`config.mk`:
```
export PLATFORM = sky130hd
export DESIGN_NAME = clk_div_multi_flat
export DESIGN_NICKNAME = d
export VERILOG_FILES = /design/src/rtl/clk_div_pkg.sv /design/src/rtl/clk_div_multi_if.sv /design/src/rtl/clk_div_chan.sv /design/src/rtl/clk_div_multi.sv /design/src/flat_wrapper.sv
export SDC_FILE = /design/constraint.sdc
export NUM_CORES = 1
export LEC_CHECK = 0
export ABC_AREA = 1
export BUFFER_PORTS_ARGS = -buffer_cell sky130_fd_sc_hd__buf_2
export CAP_MARGIN = 20
export CORE_MARGIN = 2
export CORE_UTILIZATION = 60
export DETAILED_ROUTE_END_ITERATION = 6
export PLACE_DENSITY = 0.81
export REMOVE_ABC_BUFFERS = 1
export SKIP_LAST_GASP = 1
export SYNTH_ARGS = -nofsm -noshare
export SYNTH_HDL_FRONTEND = slang
export SYNTH_SLANG_ARGS = --single-unit
```
`constraint.sdc`:
```
create_clock -name clk -period 4.9 [get_ports clk]
set_clock_uncertainty 0.1 [all_clocks]
set_input_delay 1.47 -clock clk [delete_from_list [all_inputs] [get_ports clk]]
set_output_delay 1.47 -clock clk [all_outputs]
set_load 0.005 [all_outputs]
```
`src/rtl/clk_div_pkg.sv`:
```
// Shared constants for the multi-channel clock divider: default widths,
// default divide ratio and the per-channel output mode encoding.
package clk_div_pkg;

    localparam int          CNT_W_DEF     = 32;
    localparam int          NCH_DEF       = 4;
    localparam int          DIV_W_DEF     = 16;
    localparam logic [15:0] DEF_RATIO_DEF = 16'd99;

    localparam logic MODE_SQUARE = 1'b0;
    localparam logic MODE_PULSE  = 1'b1;

endpackage

```
`src/rtl/clk_div_multi_if.sv`:
```
// Control/status bundle of the divider: per-channel ratio, load, enable and
// mode in, free-running count and per-channel tick/sq out.
interface clk_div_multi_if
    import clk_div_pkg::*;
#(
    parameter int CNT_W = CNT_W_DEF,
    parameter int NCH   = NCH_DEF,
    parameter int DIV_W = DIV_W_DEF
);

    logic [NCH*DIV_W-1:0] div_ratio;
    logic [NCH-1:0]       div_load;
    logic [NCH-1:0]       ch_en;
    logic [NCH-1:0]       mode;
    logic                 sync_restart;
    logic [CNT_W-1:0]     clkdiv;
    logic [NCH-1:0]       tick;
    logic [NCH-1:0]       sq;

    modport master (
        output div_ratio, div_load, ch_en, mode, sync_restart,
        input  clkdiv, tick, sq
    );

    modport slave (
        input  div_ratio, div_load, ch_en, mode, sync_restart,
        output clkdiv, tick, sq
    );

endinterface

```
`src/rtl/clk_div_chan.sv`:
```
// One divider channel: period counter, active/shadow ratio pair and the
// registered tick / square-or-pulse outputs.
module clk_div_chan
    import clk_div_pkg::*;
#(
    parameter int               DIV_W     = DIV_W_DEF,
    parameter logic [DIV_W-1:0] DEF_RATIO = DIV_W'(DEF_RATIO_DEF)
) (
    input  logic             clk,
    input  logic             rst_n,
    input  logic [DIV_W-1:0] ratio_i,
    input  logic             load_i,
    input  logic             en_i,
    input  logic             mode_i,
    input  logic             restart_i,
    output logic             tick_o,
    output logic             sq_o
);

    logic [DIV_W-1:0] cnt_q, cnt_d;
    logic [DIV_W-1:0] act_q, act_d;
    logic [DIV_W-1:0] shd_q, shd_d;
    logic             tick_q, tick_d;
    logic             sq_q, sq_d;
    logic             mode_q;
    logic [DIV_W-1:0] reload;
    logic             wrap;
    logic             sq_base;

    always_comb begin
        // A load on the same edge as a reload point bypasses the shadow.
        reload  = load_i ? ratio_i : shd_q;
        shd_d   = reload;
        wrap    = (cnt_q == act_q);
        // Leaving pulse mode starts the square wave from low.
        sq_base = (mode_q == MODE_PULSE) ? 1'b0 : sq_q;
        cnt_d   = cnt_q;
        act_d   = act_q;
        tick_d  = 1'b0;
        sq_d    = sq_q;
        if (restart_i || !en_i) begin
            cnt_d = '0;
            sq_d  = 1'b0;
            act_d = reload;
        end else if (wrap) begin
            cnt_d  = '0;
            tick_d = 1'b1;
            sq_d   = (mode_i == MODE_PULSE) ? 1'b1 : ~sq_base;
            act_d  = reload;
        end else begin
            cnt_d = cnt_q + DIV_W'(1);
            sq_d  = (mode_i == MODE_PULSE) ? 1'b0 : sq_base;
        end
    end

    always_ff @(posedge clk or negedge rst_n) begin
        if (!rst_n) begin
            cnt_q  <= '0;
            act_q  <= DEF_RATIO;
            shd_q  <= DEF_RATIO;
            tick_q <= 1'b0;
            sq_q   <= 1'b0;
            mode_q <= MODE_SQUARE;
        end else begin
            cnt_q  <= cnt_d;
            act_q  <= act_d;
            shd_q  <= shd_d;
            tick_q <= tick_d;
            sq_q   <= sq_d;
            mode_q <= mode_i;
        end
    end

    assign tick_o = tick_q;
    assign sq_o   = sq_q;

endmodule

```
`src/rtl/clk_div_multi.sv`:
```
// Free-running divide counter plus NCH independent programmable divider
// channels whose outputs serve as clock enables.
module clk_div_multi
    import clk_div_pkg::*;
#(
    parameter int               CNT_W     = CNT_W_DEF,
    parameter int               NCH       = NCH_DEF,
    parameter int               DIV_W     = DIV_W_DEF,
    parameter logic [DIV_W-1:0] DEF_RATIO = DIV_W'(DEF_RATIO_DEF)
) (
    input  logic           clk,
    input  logic           rst_n,
    clk_div_multi_if.slave bus
);

    logic [CNT_W-1:0] clkdiv_q, clkdiv_d;
    logic [NCH-1:0]   tick_w;
    logic [NCH-1:0]   sq_w;

    assign clkdiv_d = clkdiv_q + CNT_W'(1);

    always_ff @(posedge clk or negedge rst_n) begin
        if (!rst_n) begin
            clkdiv_q <= '0;
        end else begin
            clkdiv_q <= clkdiv_d;
        end
    end

    for (genvar i = 0; i < NCH; i++) begin : g_chan
        clk_div_chan #(
            .DIV_W     (DIV_W),
            .DEF_RATIO (DEF_RATIO)
        ) u_chan (
            .clk       (clk),
            .rst_n     (rst_n),
            .ratio_i   (bus.div_ratio[i*DIV_W +: DIV_W]),
            .load_i    (bus.div_load[i]),
            .en_i      (bus.ch_en[i]),
            .mode_i    (bus.mode[i]),
            .restart_i (bus.sync_restart),
            .tick_o    (tick_w[i]),
            .sq_o      (sq_w[i])
        );
    end

    assign bus.clkdiv = clkdiv_q;
    assign bus.tick   = tick_w;
    assign bus.sq     = sq_w;

endmodule

```
`src/flat_wrapper.sv`:
```
// flat-port wrapper written by rule: the top's interface ports become plain ports
module clk_div_multi_flat import clk_div_pkg::*;
#(
    parameter int               CNT_W     = CNT_W_DEF,
    parameter int               NCH       = NCH_DEF,
    parameter int               DIV_W     = DIV_W_DEF,
    parameter logic [DIV_W-1:0] DEF_RATIO = DIV_W'(DEF_RATIO_DEF)
)
  (clk, rst_n, bus_div_ratio, bus_div_load, bus_ch_en, bus_mode, bus_sync_restart, bus_clkdiv, bus_tick, bus_sq);
  clk_div_multi_if #(.CNT_W(CNT_W), .NCH(NCH), .DIV_W(DIV_W)) bus_i ();
  input  logic clk;
  input  logic rst_n;
  input wire logic [$bits(bus_i.div_ratio)-1:0] bus_div_ratio;
  input wire logic [$bits(bus_i.div_load)-1:0] bus_div_load;
  input wire logic [$bits(bus_i.ch_en)-1:0] bus_ch_en;
  input wire logic [$bits(bus_i.mode)-1:0] bus_mode;
  input wire logic [$bits(bus_i.sync_restart)-1:0] bus_sync_restart;
  output wire logic [$bits(bus_i.clkdiv)-1:0] bus_clkdiv;
  output wire logic [$bits(bus_i.tick)-1:0] bus_tick;
  output wire logic [$bits(bus_i.sq)-1:0] bus_sq;
  assign bus_i.div_ratio = bus_div_ratio;
  assign bus_i.div_load = bus_div_load;
  assign bus_i.ch_en = bus_ch_en;
  assign bus_i.mode = bus_mode;
  assign bus_i.sync_restart = bus_sync_restart;
  assign bus_clkdiv = bus_i.clkdiv;
  assign bus_tick = bus_i.tick;
  assign bus_sq = bus_i.sq;
  clk_div_multi #(.CNT_W(CNT_W), .NCH(NCH), .DIV_W(DIV_W), .DEF_RATIO(DEF_RATIO)) u_core (.clk(clk), .rst_n(rst_n), .bus(bus_i));
endmodule
```
==> results.py, run 1 <==
metrics = {
    "global_routing": {
        "track_usage_pct": 23.8,
        "antenna_found_initial": 1,
        "grt_pass1_wl_mm": 39.9,
        "grt_max_degree": 103,
        "grt_pass1_vias": 8668,
        "grt_overflow": 0,
    },
    "timing": {
        "setup_viol": 0,
        "rsz0062_at_grt": "no",
        "fin_crit_ns": 2.73,
        "slew_headroom_pct": 46.7,
        "finalSetupTns_ns": 0,
        "final_max_slew_viol_count": 0,
        "holdWs_ns": 0.395,
        "fmax_mhz": 367,
        "fin_crit_sh_pct": 55.6,
        "worst_pin_slew_ns": 0.799,
        "hold_violations": 0,
    },
    "floorplanning": {
        "die_w_um": 143,
        "dieArea_mm2": 0.0204,
        "rows": 50,
        "ios": 119,
        "core-area_mm2": 0.0188,
        "die_y_um": 143,
        "start_util_pct": 61.5,
    },
    "clock_network": {
        "cts_sinks": 236,
        "clk_transition_reported_paths_ns": 0.06,
        "cts_setup_buffers": 0,
        "htreeDepth": 1,
        "clock_latency_ns": 0.51,
        "cts_tree": "built",
        "cts-root-buf": "clkbuf_16",
        "clock_path_buffers": 3,
        "cts-hold-fix-buffers": 0,
        "cts_resized": 0,
        "cts_buffers": 25,
    },
    "worst_setup_path": {
        "crit_buf_inv": 1,
        "critPathMaxFanout": 7,
        "r2r.worst_path.cells": 10,
        "regToRegEndpoint": "u_core.g_chan[0].u_chan.act_q[14]",
        "cp-start-kind": "flip-flop",
        "cp_slowest_cell": "dfrtp_1",
        "end_kind": "primary output",
        "arrival_ns": 1.16,
        "max_stage_delay_ns": 0.48,
        "crit_type": "reg2out",
        "r2r_setup_slack_ns": 2.86,
        "required_ns": 3.33,
        "r2r_start": "u_core.g_chan[0].u_chan.act_q[0]",
        "path_cells": "buf_2",
        "critical-path-top-delay-family": "flip-flops",
    },
    "place": {
        "io_buffer_count": 118,
        "dp.cells": 1715,
        "post-dp-hpwl_mm": 16.1,
        "place_congestion": 0.848,
    },
    "job": {
        "maxCapViolCount": 0,
    },
    "routing": {
        "drt-initial-drc-count": 437,
        "remaining_drc_errors": 0,
        "drt.antenna.violating_nets": 0,
        "vias": 8841,
        "wl_mm": 23.4,
        "wl_per_cell_um": 13.3,
        "vias_per_cell": 5.02,
        "first_pass_iters": 6,
    },
    "synth": {
        "synth_edf_count": 0,
        "ys.flop_type": "dfrtp_1",
        "syn-cell-area_mm2": 0.0116,
        "synth_cell_types": 26,
        "ys_seq_area_share_pct": 51.3,
        "synth_cells": 1371,
        "syn_area_per_cell_um2": 8.45,
        "ys_ff_latch": 236,
        "async_reset_ff_share_pct": 100,
        "ys_warn_count": 0,
    },
    "power": {
        "p_leak_nw": 6.50,
        "power_density_mw_per_mm2": 338,
        "irDropWorstVdd_v": 0.000296,
        "totalPowerFinal_mw": 4.44,
    },
    "hold_path": {
        "hold_depth": 1,
        "hold_path.class": "reg2reg",
        "min_from": "u_core.bus.clkdiv[30]",
        "min_to": "u_core.bus.clkdiv[30]",
    },
    "layout": {
        "syn_to_final_growth_pct": 13.4,
        "fin_nets": 1566,
        "finalNonFillerCells": 1761,
        "nFillCells": 1503,
        "drive_gt1_share_pct": 23.7,
    },
    "run_status": {
        "status": "finished, final reports clean",
    },
}
==> cell usage after synthesis (29+ instances only) <==
cell / count / area share [%]
mux2_2: 64 / 6.2
dfrtp_1: 204 / 44
nor3_1: 29 / 1.3
nor2_1: 192 / 6.2
nand3_1: 109 / 4.7
nand2_2: 29 / 1.6
xor2_1: 51 / 3.9
inv_2: 51 / 1.7
dfstp_2: 32 / 7.3
nand2_1: 405 / 13
inv_1: 102 / 3.3
==> worst max path at each step <==
stage	end	from	cells after the start
detailed placement	u_core.g_chan[0].u_chan.act_q[9]	bus_sync_restart	7
global placement	u_core.g_chan[0].u_chan.act_q[14]	bus_sync_restart	7
global route	bus_clkdiv[21]	u_core.bus.clkdiv[21]	1
finish	bus_clkdiv[21]	u_core.bus.clkdiv[21]	1
floorplan	u_core.g_chan[1].u_chan.act_q[15]	bus_sync_restart	6
CTS	bus_clkdiv[21]	u_core.bus.clkdiv[21]	1
==> stage by stage <==
| stage | worst slack, ns | util (%) | area (µm²) |
|---|---|---|---|
| 4_1_cts | 2.17 | 69.7 | 13100 |
| 3_3_place_gp | 1.99 | 65.3 | 12300 |
| 6_report | 2.17 | 69.7 | 13100 |
| 3_5_place_dp | 1.95 | 65.3 | 12300 |
| 2_1_floorplan | 2.47 | - | 11300 |
| 5_1_grt | 2.12 | 69.7 | 13100 |
==> area by class of cell <==
| class | instances | area [µm²] | area share, % |
|---|---|---|---|
| well taps | 260 | 325 | 2.48 |
| repair buffers | 120 | 641 | 4.88 |
| flip-flops and latches | 236 | 5950 | 45.3 |
| clock inverters | 11 | 105 | 0.800 |
| inverters | 153 | 574 | 4.37 |
| diodes | 1 | 2.50 | 0.0191 |
| clock buffers | 34 | 719 | 5.48 |
| multi-input cells | 946 | 4820 | 36.7 |
==> sequential cells by signal (all words and copies together), names as in the netlist <==
| register | count |
|---|---|
| u_core.bus.clkdiv | 32 |
| u_core.g_chan.u_chan.act_q | 64 |
| u_core.g_chan.u_chan.cnt_q | 64 |
| u_core.g_chan.u_chan.mode_q | 4 |
| u_core.g_chan.u_chan.shd_q | 64 |
| u_core.g_chan.u_chan.sq_o | 4 |
| u_core.g_chan.u_chan.tick_o | 4 |
==> per-layer routing <==
layer  GRT usage (%)  part of all wire, %  vias to the layer above
li1                -                    -                     4468
met1            32.1                   45                     4155
met2            40.6                   49                      183
met3            3.76                  4.4                       35
met4            5.42                  2.0                        0
met5               0                    0                        -
==> kinds of logic after synthesis <==
logic type                 after synthesis  synth area share, %
DFF                                    236                 51.3
adders and majority gates                5                0.540
xor gates and xnor gates                68                 5.14
buffers and inverters                  189                 7.04
and+or+nand+nor                        801                 29.4
AOI/OAI and AO/OA                        8                0.346
muxes                                   64                 6.22
==> where the power goes <==
| part | internal [mW] | leakage, nW | total [mW] | switching (mW) |
|---|---|---|---|---|
| sequential | 2.09 | 2.95 | 2.17 | 0.0736 |
| clock | 1.13 | 0.418 | 1.89 | 0.757 |
| combinational | 0.163 | 3.13 | 0.388 | 0.225 |
==> cells in the final DEF (no fill, tap or decap), types with 2 or more instances in the layout <==
| cell | count |
|---|---|
| nand2_4 | 7 |
| nand4_1 | 17 |
| nor3_1 | 29 |
| ha_1 | 5 |
| inv_2 | 51 |
| clkbuf_16 | 25 |
| buf_12 | 2 |
| nor2_2 | 7 |
| nand3_1 | 109 |
| bufinv_16 | 2 |
| xor2_1 | 51 |
| xnor2_1 | 17 |
| dfrtp_1 | 204 |
| clkbuf_1 | 3 |
| clkinv_2 | 9 |
| nand2_1 | 405 |
| nor2_1 | 192 |
| buf_2 | 117 |
| inv_1 | 102 |
| mux2_2 | 64 |
| dfstp_2 | 32 |
| nand2_2 | 29 |
| o21ai_0 | 8 |
| clkbuf_8 | 6 |
| nor2_4 | 3 |
No activity file was read; power rests on OpenSTA's default activity.
==> run 2: changes to the inputs <==
--- a/config.mk
+++ b/config.mk
@@ -9,9 +9,9 @@
 export BUFFER_PORTS_ARGS = -buffer_cell sky130_fd_sc_hd__buf_2
 export CAP_MARGIN = 20
 export CORE_MARGIN = 2
-export CORE_UTILIZATION = 60
+export CORE_UTILIZATION = 59
 export DETAILED_ROUTE_END_ITERATION = 6
-export PLACE_DENSITY = 0.81
+export PLACE_DENSITY = 0.8
 export REMOVE_ABC_BUFFERS = 1
 export SKIP_LAST_GASP = 1
 export SYNTH_ARGS = -nofsm -noshare
==> constraint.sdc (replaced) <==
create_clock -name clk -period 2.8 [get_ports clk]
set_clock_uncertainty 0.1 [all_clocks]
set_input_delay 0.84 -clock clk [delete_from_list [all_inputs] [get_ports clk]]
set_output_delay 0.84 -clock clk [all_outputs]
set_load 0.005 [all_outputs]
==> run 2 against run 1 <==
  * Global-route usage fell by 0.81 points
  * First-iteration DRC count fell by 12%
  * Combinational power rose by 76%
  * Critical path depth did not move
  * Register-to-register slack got worse by 2.1 ns
  * Core utilization fell by 1.8 points
  * Die area rose by 1.7%
  * Clock power rose by 64%
  * Setup slack got worse by 1.5 ns
  * Critical path type unchanged
  * Largest cell class unchanged
  * Largest power group unchanged
  * Highest routed layer is now met5
==> results.py, run 2 (same netlist as run 1, synthesis figures left out) <==
metrics = {
    "hold_path": {
        "hold_path.class": "in2async",
    },
    "worst_setup_path": {
        "path_cells": "buf_2",
        "critPathMaxFanout": 7,
        "endpoint": "bus_clkdiv[21]",
        "r2r_start": "u_core.g_chan[0].u_chan.act_q[0]",
        "required_ns": 1.86,
        "critical-path-top-delay-family": "flip-flops",
        "regToRegEndpoint": "u_core.g_chan[0].u_chan.act_q[9]",
        "max_stage_delay_ns": 0.49,
        "crit_buf_inv": 1,
        "path_depth": 1,
        "cp-startpoint": "u_core.bus.clkdiv[21]",
        "r2r.worst_path.cells": 10,
        "cp-start-kind": "flip-flop",
        "crit_type": "reg2out",
        "arrival_ns": 1.16,
        "end_kind": "primary output",
        "r2r_setup_slack_ns": 0.78,
        "cp_slowest_cell": "dfrtp_1",
    },
    "layout": {
        "drive_gt1_share_pct": 23.6,
        "final_common_cell": "nand2_1",
        "syn_to_final_growth_pct": 13.5,
        "postLayoutCellArea_mm2": 0.0131,
        "fin_nets": 1571,
        "regArea_mm2": 0.00595,
        "nFillCells": 1598,
        "final_cell_mix": "nand2_1 (405), dfrtp_1 (204), nor2_1 (192)",
        "largestRegisters": "u_core.g_chan.u_chan.act_q (64), u_core.g_chan.u_chan.cnt_q (64), u_core.g_chan.u_chan.shd_q (64)",
        "multi_input_area_mm2": 0.00482,
    },
    "timing": {
        "fin_crit_ns": 2.10,
        "slew_headroom_pct": 68.8,
        "worst_pin_slew_ns": 0.468,
        "final_max_slew_viol_count": 0,
        "hold_violations": 0,
        "fmax_mhz": 477,
        "setup_viol": 0,
        "finalSetupTns_ns": 0,
        "rsz0062_at_grt": "no",
        "fin_crit_sh_pct": 74.9,
    },
    "clock_network": {
        "clk_transition_reported_paths_ns": 0.06,
        "clock_latency_ns": 0.51,
        "cts_buffers": 25,
        "cts-root-buf": "clkbuf_16",
        "cts_resized": 0,
        "cts_sinks": 236,
        "cts_setup_buffers": 0,
        "htreeDepth": 1,
        "clock_path_buffers": 3,
        "cts_tree": "built",
        "cts-hold-fix-buffers": 0,
    },
    "power": {
        "pwr-share-clk_pct": 40.9,
        "power_density_mw_per_mm2": 576,
        "totalPowerFinal_mw": 7.57,
        "pwr-share-seq_pct": 50.1,
        "p_int_mw": 5.77,
        "netSwitchingPower_mw": 1.79,
        "irDropWorstVdd_v": 0.000429,
        "p_leak_nw": 6.50,
        "switching_share_pct": 23.7,
        "pwr-share-comb_pct": 9.0,
    },
    "routing": {
        "vias_per_cell": 5.02,
        "first_pass_iters": 5,
        "vias": 8888,
        "wl_per_cell_um": 13.1,
        "wl_mm": 23.2,
        "drt-initial-drc-count": 383,
        "remaining_drc_errors": 0,
        "drt.antenna.violating_nets": 0,
    },
    "floorplanning": {
        "die_y_um": 144,
        "rows": 51,
        "die_w_um": 144,
        "ios": 119,
        "dieArea_mm2": 0.0208,
        "core-area_mm2": 0.0193,
        "start_util_pct": 59.9,
    },
    "global_routing": {
        "track_usage_pct": 22.9,
        "grt_max_degree": 59,
        "grt_pass1_vias": 8535,
        "antenna_found_initial": 4,
        "grt_overflow": 0,
        "grt_pass1_wl_mm": 39.0,
    },
    "place": {
        "post-dp-hpwl_mm": 16.6,
        "io_buffer_count": 118,
        "placed_area_mm2": 0.0124,
        "place_congestion": 0.857,
    },
    "job": {
        "maxCapViolCount": 0,
    },
    "run_status": {
        "status": "finished, final reports clean",
    },
}
run 2: power groups by stage:
stage | registers, mW | clock network (mW) | logic (mW)
after floorplan | 3.81 | 0 | 0.454
after detailed placement | 3.85 | 0 | 0.692
after global placement | 3.84 | 0 | 0.664
final | 3.79 | 3.10 | 0.681
after global routing | 3.82 | 3.30 | 0.789
after CTS | 3.79 | 3.17 | 0.696
run 2: cell type report:
| class | count | share of cell area (%) |
|---|---|---|
| well taps | 265 | 2.52 |
| repair buffers | 125 | 5.35 |
| diodes | 1 | 0.0190 |
| inverters | 153 | 4.37 |
| clock buffers | 37 | 5.33 |
| multi-input cells | 946 | 36.7 |
| clock inverters | 8 | 0.495 |
| flip-flops and latches | 236 | 45.2 |
run 2: metal layers:
layer | global-route usage, % | share of wire (%)
met1 | 30.1 | 45
met2 | 40.3 | 49
met3 | 3.87 | 4.4
met4 | 5.06 | 1.7
met5 | 0 | 0.15
run 2: worst min path at each step:
stage | end | slack, ns | cells after the start
2_1_floorplan | u_core.g_chan[0].u_chan.shd_q[10] | 0.37 | 1
3_5_place_dp | u_core.g_chan[0].u_chan.shd_q[9] | 0.39 | 1
6_report | u_core.g_chan[3].u_chan.cnt_q[0] | 0.15 | 1
4_1_cts | u_core.g_chan[3].u_chan.cnt_q[0] | 0.16 | 1
3_3_place_gp | u_core.g_chan[1].u_chan.shd_q[4] | 0.38 | 1
5_1_grt | u_core.g_chan[3].u_chan.cnt_q[0] | 0.18 | 1
run 2: through the flow:
| step | setup slack, ns | utilization (%) | hold WS (ns) | std cells |
|---|---|---|---|---|
| floorplan | 0.998 | - | 0.372 | 1335 |
| global placement | 0.633 | 64.0 | 0.383 | 1725 |
| detailed placement | 0.592 | 64.0 | 0.387 | 1725 |
| CTS | 0.690 | 68.0 | 0.155 | 1770 |
| global route | 0.574 | 68.0 | 0.181 | 1771 |
| finish | 0.702 | 68.0 | 0.154 | 1771 |
